### config.mk
export PLATFORM = sky130hd
export DESIGN_NAME = sat_addsub_pipe
export DESIGN_NICKNAME = d
export VERILOG_FILES = /design/src/rtl/sat_addsub_pipe.sv
export SDC_FILE = /design/constraint.sdc
export NUM_CORES = 1
export LEC_CHECK = 0
export BUFFER_PORTS_ARGS = -buffer_cell sky130_fd_sc_hd__buf_2
export CORE_UTILIZATION = 47
export DETAILED_ROUTE_END_ITERATION = 6
export GPL_TIMING_DRIVEN = 0
export PLACE_DENSITY = 0.7
export SETUP_SLACK_MARGIN = 0.2
export SLEW_MARGIN = 40
export SYNTH_ARGS = -nofsm -noshare
export SYNTH_HDL_FRONTEND = slang
export SYNTH_SLANG_ARGS = --single-unit
### constraint.sdc
create_clock -name clk -period 4.6 [get_ports clk]
set_input_delay 0 -clock clk [delete_from_list [all_inputs] [get_ports clk]]
set_output_delay 0 -clock clk [all_outputs]
set_load 0.02 [all_outputs]
### src/rtl/sat_addsub_pipe.sv
// sat_addsub_pipe: two-stage pipelined signed add/subtract unit.
// Stage 1 produces the low half of the sum and its carry. Stage 2 finishes
// the upper half and then derives carry-out, signed overflow and the
// saturated result. Both stages sit behind a valid/ready handshake, which
// allows one operation per cycle with no bubbles. A sticky overflow flag
// records any delivered result that overflowed.
module sat_addsub_pipe #(
  parameter int WIDTH = 16
) (
  input  logic             clk,
  input  logic             rst,
  input  logic             in_valid,
  output logic             in_ready,
  input  logic [WIDTH-1:0] a,
  input  logic [WIDTH-1:0] b,
  input  logic             is_sub,
  input  logic             sat_en,
  output logic             out_valid,
  input  logic             out_ready,
  output logic [WIDTH-1:0] sum,
  output logic             cout,
  output logic             ovfl,
  output logic             ovfl_sticky,
  input  logic             clr_sticky
);

  localparam int H = WIDTH / 2;

  // ---------------------------------------------------------------
  // Handshake control
  // ---------------------------------------------------------------
  logic s1_valid_reg, s1_valid_next;
  logic out_valid_reg, out_valid_next;
  logic s2_ready;
  logic s1_load;
  logic s2_load;

  // The output register can take a new beat when it is empty or is being drained.
  assign s2_ready = ~out_valid_reg | out_ready;
  // Reset holds in_ready low, so no beat is accepted while the pipe is being flushed.
  assign in_ready = ~rst & (~s1_valid_reg | s2_ready);
  assign s1_load  = in_valid & in_ready;
  assign s2_load  = s1_valid_reg & s2_ready;

  // ---------------------------------------------------------------
  // Stage 1: operand conditioning and the low-half add
  // ---------------------------------------------------------------
  logic [WIDTH-1:0] b_in;
  logic [H:0]       lo_full;

  // When subtracting, invert B bit by bit. The +1 arrives through cin.
  generate
    for (genvar gi = 0; gi < WIDTH; gi++) begin : g_binv
      assign b_in[gi] = b[gi] ^ is_sub;
    end
  endgenerate

  assign lo_full = {1'b0, a[H-1:0]} + {1'b0, b_in[H-1:0]} + {{H{1'b0}}, is_sub};

  logic [H-1:0] s1_lo_sum_reg,   s1_lo_sum_next;
  logic         s1_lo_carry_reg, s1_lo_carry_next;
  logic [H-1:0] s1_a_hi_reg,     s1_a_hi_next;
  logic [H-1:0] s1_b_hi_reg,     s1_b_hi_next;
  logic         s1_sat_en_reg,   s1_sat_en_next;

  // Stage 1 next-state logic: load on acceptance, otherwise hold (this covers stalls).
  always_comb begin
    s1_lo_sum_next   = s1_lo_sum_reg;
    s1_lo_carry_next = s1_lo_carry_reg;
    s1_a_hi_next     = s1_a_hi_reg;
    s1_b_hi_next     = s1_b_hi_reg;
    s1_sat_en_next   = s1_sat_en_reg;
    s1_valid_next    = s1_valid_reg;
    if (in_ready) begin
      s1_valid_next = in_valid;
    end
    if (s1_load) begin
      s1_lo_sum_next   = lo_full[H-1:0];
      s1_lo_carry_next = lo_full[H];
      s1_a_hi_next     = a[WIDTH-1:H];
      s1_b_hi_next     = b_in[WIDTH-1:H];
      s1_sat_en_next   = sat_en;
    end
  end

  // Stage 1 registers.
  always_ff @(posedge clk or posedge rst) begin
    if (rst) begin
      s1_valid_reg    <= 1'b0;
      s1_lo_sum_reg   <= '0;
      s1_lo_carry_reg <= 1'b0;
      s1_a_hi_reg     <= '0;
      s1_b_hi_reg     <= '0;
      s1_sat_en_reg   <= 1'b0;
    end else begin
      s1_valid_reg    <= s1_valid_next;
      s1_lo_sum_reg   <= s1_lo_sum_next;
      s1_lo_carry_reg <= s1_lo_carry_next;
      s1_a_hi_reg     <= s1_a_hi_next;
      s1_b_hi_reg     <= s1_b_hi_next;
      s1_sat_en_reg   <= s1_sat_en_next;
    end
  end

  // ---------------------------------------------------------------
  // Stage 2: upper-half add, overflow detection and saturation
  // ---------------------------------------------------------------
  logic [H:0]       hi_full;
  logic [WIDTH-1:0] raw;
  logic [WIDTH-1:0] sat_val;
  logic             a_msb;
  logic             b_msb;
  logic             ovfl_calc;
  logic             cout_calc;
  logic [WIDTH-1:0] sum_calc;

  assign hi_full   = {1'b0, s1_a_hi_reg} + {1'b0, s1_b_hi_reg} + {{H{1'b0}}, s1_lo_carry_reg};
  assign raw       = {hi_full[H-1:0], s1_lo_sum_reg};
  assign cout_calc = hi_full[H];
  assign a_msb     = s1_a_hi_reg[H-1];
  assign b_msb     = s1_b_hi_reg[H-1];
  // Overflow occurs when both operands have the same sign and the result sign differs from them.
  assign ovfl_calc = (a_msb == b_msb) & (raw[WIDTH-1] != a_msb);

  // Clamp toward the sign of A: a negative A saturates to MIN, a non-negative A to MAX.
  generate
    for (genvar gi = 0; gi < WIDTH - 1; gi++) begin : g_satv
      assign sat_val[gi] = ~a_msb;
    end
  endgenerate
  assign sat_val[WIDTH-1] = a_msb;

  assign sum_calc = (s1_sat_en_reg & ovfl_calc) ? sat_val : raw;

  logic [WIDTH-1:0] sum_reg,  sum_next;
  logic             cout_reg, cout_next;
  logic             ovfl_reg, ovfl_next;
  logic             sticky_reg, sticky_next;

  // Output stage next-state logic: advance when the output register frees up, otherwise hold.
  always_comb begin
    sum_next       = sum_reg;
    cout_next      = cout_reg;
    ovfl_next      = ovfl_reg;
    out_valid_next = out_valid_reg;
    if (s2_ready) begin
      out_valid_next = s1_valid_reg;
    end
    if (s2_load) begin
      sum_next  = sum_calc;
      cout_next = cout_calc;
      ovfl_next = ovfl_calc;
    end
  end

  // Sticky overflow flag: a delivered overflowing beat sets it, and it takes priority over a clear.
  always_comb begin
    sticky_next = sticky_reg;
    if (out_valid_reg & out_ready & ovfl_reg) begin
      sticky_next = 1'b1;
    end else if (clr_sticky) begin
      sticky_next = 1'b0;
    end
  end

  // Output registers and the sticky flag.
  always_ff @(posedge clk or posedge rst) begin
    if (rst) begin
      out_valid_reg <= 1'b0;
      sum_reg       <= '0;
      cout_reg      <= 1'b0;
      ovfl_reg      <= 1'b0;
      sticky_reg    <= 1'b0;
    end else begin
      out_valid_reg <= out_valid_next;
      sum_reg       <= sum_next;
      cout_reg      <= cout_next;
      ovfl_reg      <= ovfl_next;
      sticky_reg    <= sticky_next;
    end
  end

  assign out_valid   = out_valid_reg;
  assign sum         = sum_reg;
  assign cout        = cout_reg;
  assign ovfl        = ovfl_reg;
  assign ovfl_sticky = sticky_reg;

endmodule
# [Yosys cells after proc, flatten, opt, wreduce, memory -nomap -nowiden]
# Cells that the tools add are included.
[classes] add_sub_neg=4 n_eq_ne=2 muxes=3 bitwise=29 reduce_logical=1
[op_table] op="8-bit by 8-bit adder with 9-bit output" n=2
[op_table] op="9-bit by 1-bit adder with 9-bit output" n=2
[op_table] op="16-bit two-way mux" n=1
[op_table] op="1-bit XOR" n=16
[op_table] op="1-bit bitwise AND" n=7
[op_table] op="1-bit NOT" n=4
[op_table] op="1-bit two-way mux" n=2
[op_table] op="1-bit bitwise OR" n=2
[op_table] op="2-bit nonzero test" n=1
[op_table] op="1-bit equality test" n=1
[op_table] op="1-bit != test" n=1
[word_totals] regBits=47 inputBits=39 wordCells=50

# [Logic depth before layout (Yosys ltp)]
[logic_depth] word_depth=6 mapped_depth=9 depth_no_buf=8

# [Worst setup path after synthesis]
# No wires, ideal clock.
[synth_timing] path_kind="in2reg" from="input port is_sub" to="register s1_lo_sum_reg[6]" t_arrival_ps=1962 required_ps=4480 path_slack_ps=2517 path_stages=9 path_cell_list="buf_2 > buf_2 > xor2_1 > fa_1 > a21o_1 > a21oi_1 > o21bai_1 > a211o_1 > a41o_1"
[synth_via] elab_chain_cells=3 word_cells_on_any_way=9 cone_classes="2 x add/sub; 7 x bitwise"
[synth_lines] element="from (decl)" line_no="16" source="input logic is_sub,"
[synth_lines] element="1-bit XOR" line_no="54" source="assign b_in[gi] = b[gi] ^ is_sub;"
[synth_lines] element="8-bit by 8-bit adder with 9-bit output" line_no="58" source="assign lo_full = {1'b0, a[H-1:0]} + {1'b0, b_in[H-1:0]} + {{H{1'b0}}, is_sub};"
[synth_lines] element="9-bit by 1-bit adder with 9-bit output (*)" line_no="58"
[synth_lines] element="to (signal assigned)" line_no="97" source="s1_lo_sum_reg <= s1_lo_sum_next;"
[synth_lines] element="to (decl)" line_no="60" source="logic [H-1:0] s1_lo_sum_reg, s1_lo_sum_next;"
# Every way passes the cells marked *; elsewhere a longest branch is shown, timed or not.
# A chain may end at the register's enable or synchronous reset.

# [Final worst setup path]
[layout_timing] from="register s1_lo_carry_reg" to="register cout_reg, in the netlist cout"
[layout_via] elab_chain_cells=1
[layout_lines] element="from (decl)" line_no="61" source="logic s1_lo_carry_reg, s1_lo_carry_next;"
[layout_lines] element="from (signal assigned)" line_no="98" source="s1_lo_carry_reg <= s1_lo_carry_next;"
[layout_lines] element="9-bit by 1-bit adder with 9-bit output" line_no="117" source="assign hi_full = {1'b0, s1_a_hi_reg} + {1'b0, s1_b_hi_reg} + {{H{1'b0}}, s1_lo_carry_reg};"
[layout_lines] element="to (signal assigned)" line_no="177" source="cout_reg <= cout_next;"
[layout_lines] element="to (decl)" line_no="136" source="logic cout_reg, cout_next;"
# No other way between the ends.

==> metrics.txt <==
Synth cell types=50; Worst-path clk slew=0.09 ns; Ys Warns=0; synth top area cells=dfrtp_1 (41%), ha_1 (6.2%), mux2_2 (4.4%); Ports=60; max FFs per register=16; synthesized area per cell=9.988 sq um; starting density of the core=50.15%; layout cells sized above 1=29.03%; vias in the first global route=between 2k and 2.5k; Leak=~1.6 nW; drt pass-1 iters=4; global-route wire length before repair=10640 microns; area grow syn2layout=25.32%; ANT nets after route=0; Final Cycle Share=49.96%; Synth Instances=285; FF+latch count, synth=47; root buf cell=clkbuf_8; register area share after synthesis=about two fifths; Num CTS Buffers=5; final RePlAce weighted congestion=0.8128; status=completed; r2r setup slk=2.30 ns; crit end category=register; Cell Rows=27; VDD IR max=284.8 uV; I/O Buffers=58; number of synthesized flops with an enable pin=0; Max-slew headroom=between 60% and 70%; max_cap viols=0; worst clock skew=between 0.006 and 0.007 ns; clk buf depth=2; post-CTS setup buffer count=0; Post-Syn Nets=341; fmax=435.1 MHz; RSZ-0062 raised after global routing=no; post_cts resized=0; via density per instance=5.304; Final Net Count=427; top-area cell type share of the netlist area=between 40% and 50%; mean routed wirelength per cell=between 10 and 15 microns; Antenna diodes=0; Setup CP Type=register to register; Setup-failing EPs final=0; Congestion Overflow GR=0; drt total wl=between 6000 and 7000 microns; PD cells=499.6 mW/mm^2; Clk Latency, worst-skew pair=0.30 ns; worst slew pin tran=0.4826 ns; hold_ws=0.002152 ns; gr usage total=21.75%; width of the die=79.82 microns; CP Max Fanout=3; Final min period=2.298 ns; H-tree levels=2; fin. max-slew vios=0; ys async rst share=100.0%; CTS sink count=47; core area=~0.0057 sq mm; drt drc=0; vias post-DR=2355; Syn Std Cell Area=0.002846 sq mm; total negative setup slack=0 ns; main flop type after synthesis=dfrtp_1; DIE AREA=0.006371 sq mm; WP data arrival=2.49 ns; final hold violation count=0; DIE HEIGHT=79.82 microns; largest net degree at the start of global routing=27; Synth area leader=dfrtp_1; CTS tree=done; HP Class=input port to register; dpl hpwl=between 4000 and 5000 microns; crit start category=register; CP Data Required Time=4.79 ns; Starting DRT DRC Count=107; antenna violations before repair=0
==> what timing repair did <==
item	in CTS	in global routing
hold endpoints to repair	65	0
endpoints found under the setup margin	0	0
hold buffers	20	0
==> cell type report <==
type / instances / area, sq um
clock inverters: 2 / 35.03
multi-input cells: 216 / 1568
flip-flops and latches: 47 / 1176
repair buffers: 79 / 510.5
inverters: 11 / 43.79
fillers: 490 / 2108
well taps: 72 / 90.09
plain buffers: 11 / 61.31
clock buffers: 6 / 82.58
==> stage by stage <==
| step | total power, mW | util, % | setup WS (ns) | cell area, sq um | std cells |
|---|---|---|---|---|---|
| detailed placement | 1.453 | 57.25 | 2.231 | 3249 | 416 |
| global route | 1.906 | 62.85 | 2.184 | 3567 | 444 |
| global placement | 1.426 | 56.86 | 1.902 | 3227 | 415 |
| floorplan | 1.228 | - | 2.517 | 2846 | 285 |
| finish | 1.782 | 62.85 | 2.302 | 3567 | 444 |
| CTS | 1.788 | 62.85 | 2.304 | 3567 | 444 |
==> layer usage <==
metal	routed length, microns	GRT usage (%)	up-vias
met2	2921	34.70	70
met5	0	0	-
li1	-	-	1190
met3	257	3.314	8
met4	102	7.857	0
met1	3110	29.80	1087
==> critical path, stage by stage (launching register included) <==
cell and delay, ns:
dfrtp_1 0.41, fa_1 0.48, inv_1 0.09, fa_1 0.20, nand2b_1 0.15, a21oi_1 0.11, o31ai_1 0.35, a21boi_0 0.16
o31a_1 0.25
==> kinds of logic (layout without fill, tap and decap cells) <==
kind of cell	after synthesis	count (layout)	synth area share [%]
buf+inv	22	109	3.604
flops	47	47	41.32
mux	12	12	4.703
compound gates	81	81	20.05
xor+xnor	23	23	7.077
fa+ha+maj	17	17	8.264
simple gates	83	83	14.99
==> cell usage after synthesis, drive strengths merged, types with 4 or more instances <==
master,instances
inv,11
nand2b,4
nor3,17
a21oi,24
mux2,11
nor2b,4
xnor2,14
buf,6
o21ai,20
nor2,21
o31ai,12
xor2,9
ha,14
clkbuf,5
o21a,5
dfrtp,47
nand2,27
==> report_power, final <==
part / internal (mW) / switching, mW
logic: 0.353 / 0.479
clock network: 0.176 / 0.142
registers: 0.544 / 0.0888
total: 1.07 / 0.710
==> cells in the final DEF, fill, tap and decap left out, types with 5 or more instances in the layout <==
cell type      count
ha_1              14
xor2_1             9
mux2_2            11
o31ai_1            7
nor3_2             5
dfrtp_1           47
clkbuf_1           5
inv_1             10
o21ai_0           18
nor3_1            12
xnor2_1           14
buf_2             62
o31ai_2            5
dlygate4sd3_1     20
nor2_1            17
nand2_1           27
clkbuf_8           6
o21a_1             5
a21oi_1           24
==> path summary, 6_finish.rpt <==
check | startpoint | cells after the start | endpoint
setup / recovery | s1_lo_carry_reg | 8 | cout
hold / removal | a[0] | 3 | s1_lo_sum_reg[0]
setup reg to reg | s1_lo_carry_reg | 8 | cout
hold reg to reg | sum[0] | 2 | sum[0]
max in group asynchronous | rst | 4 | s1_sat_en_reg
min in group asynchronous | rst | 3 | s1_lo_sum_reg[6]
Note: power is estimated with default switching activity, not from simulation.
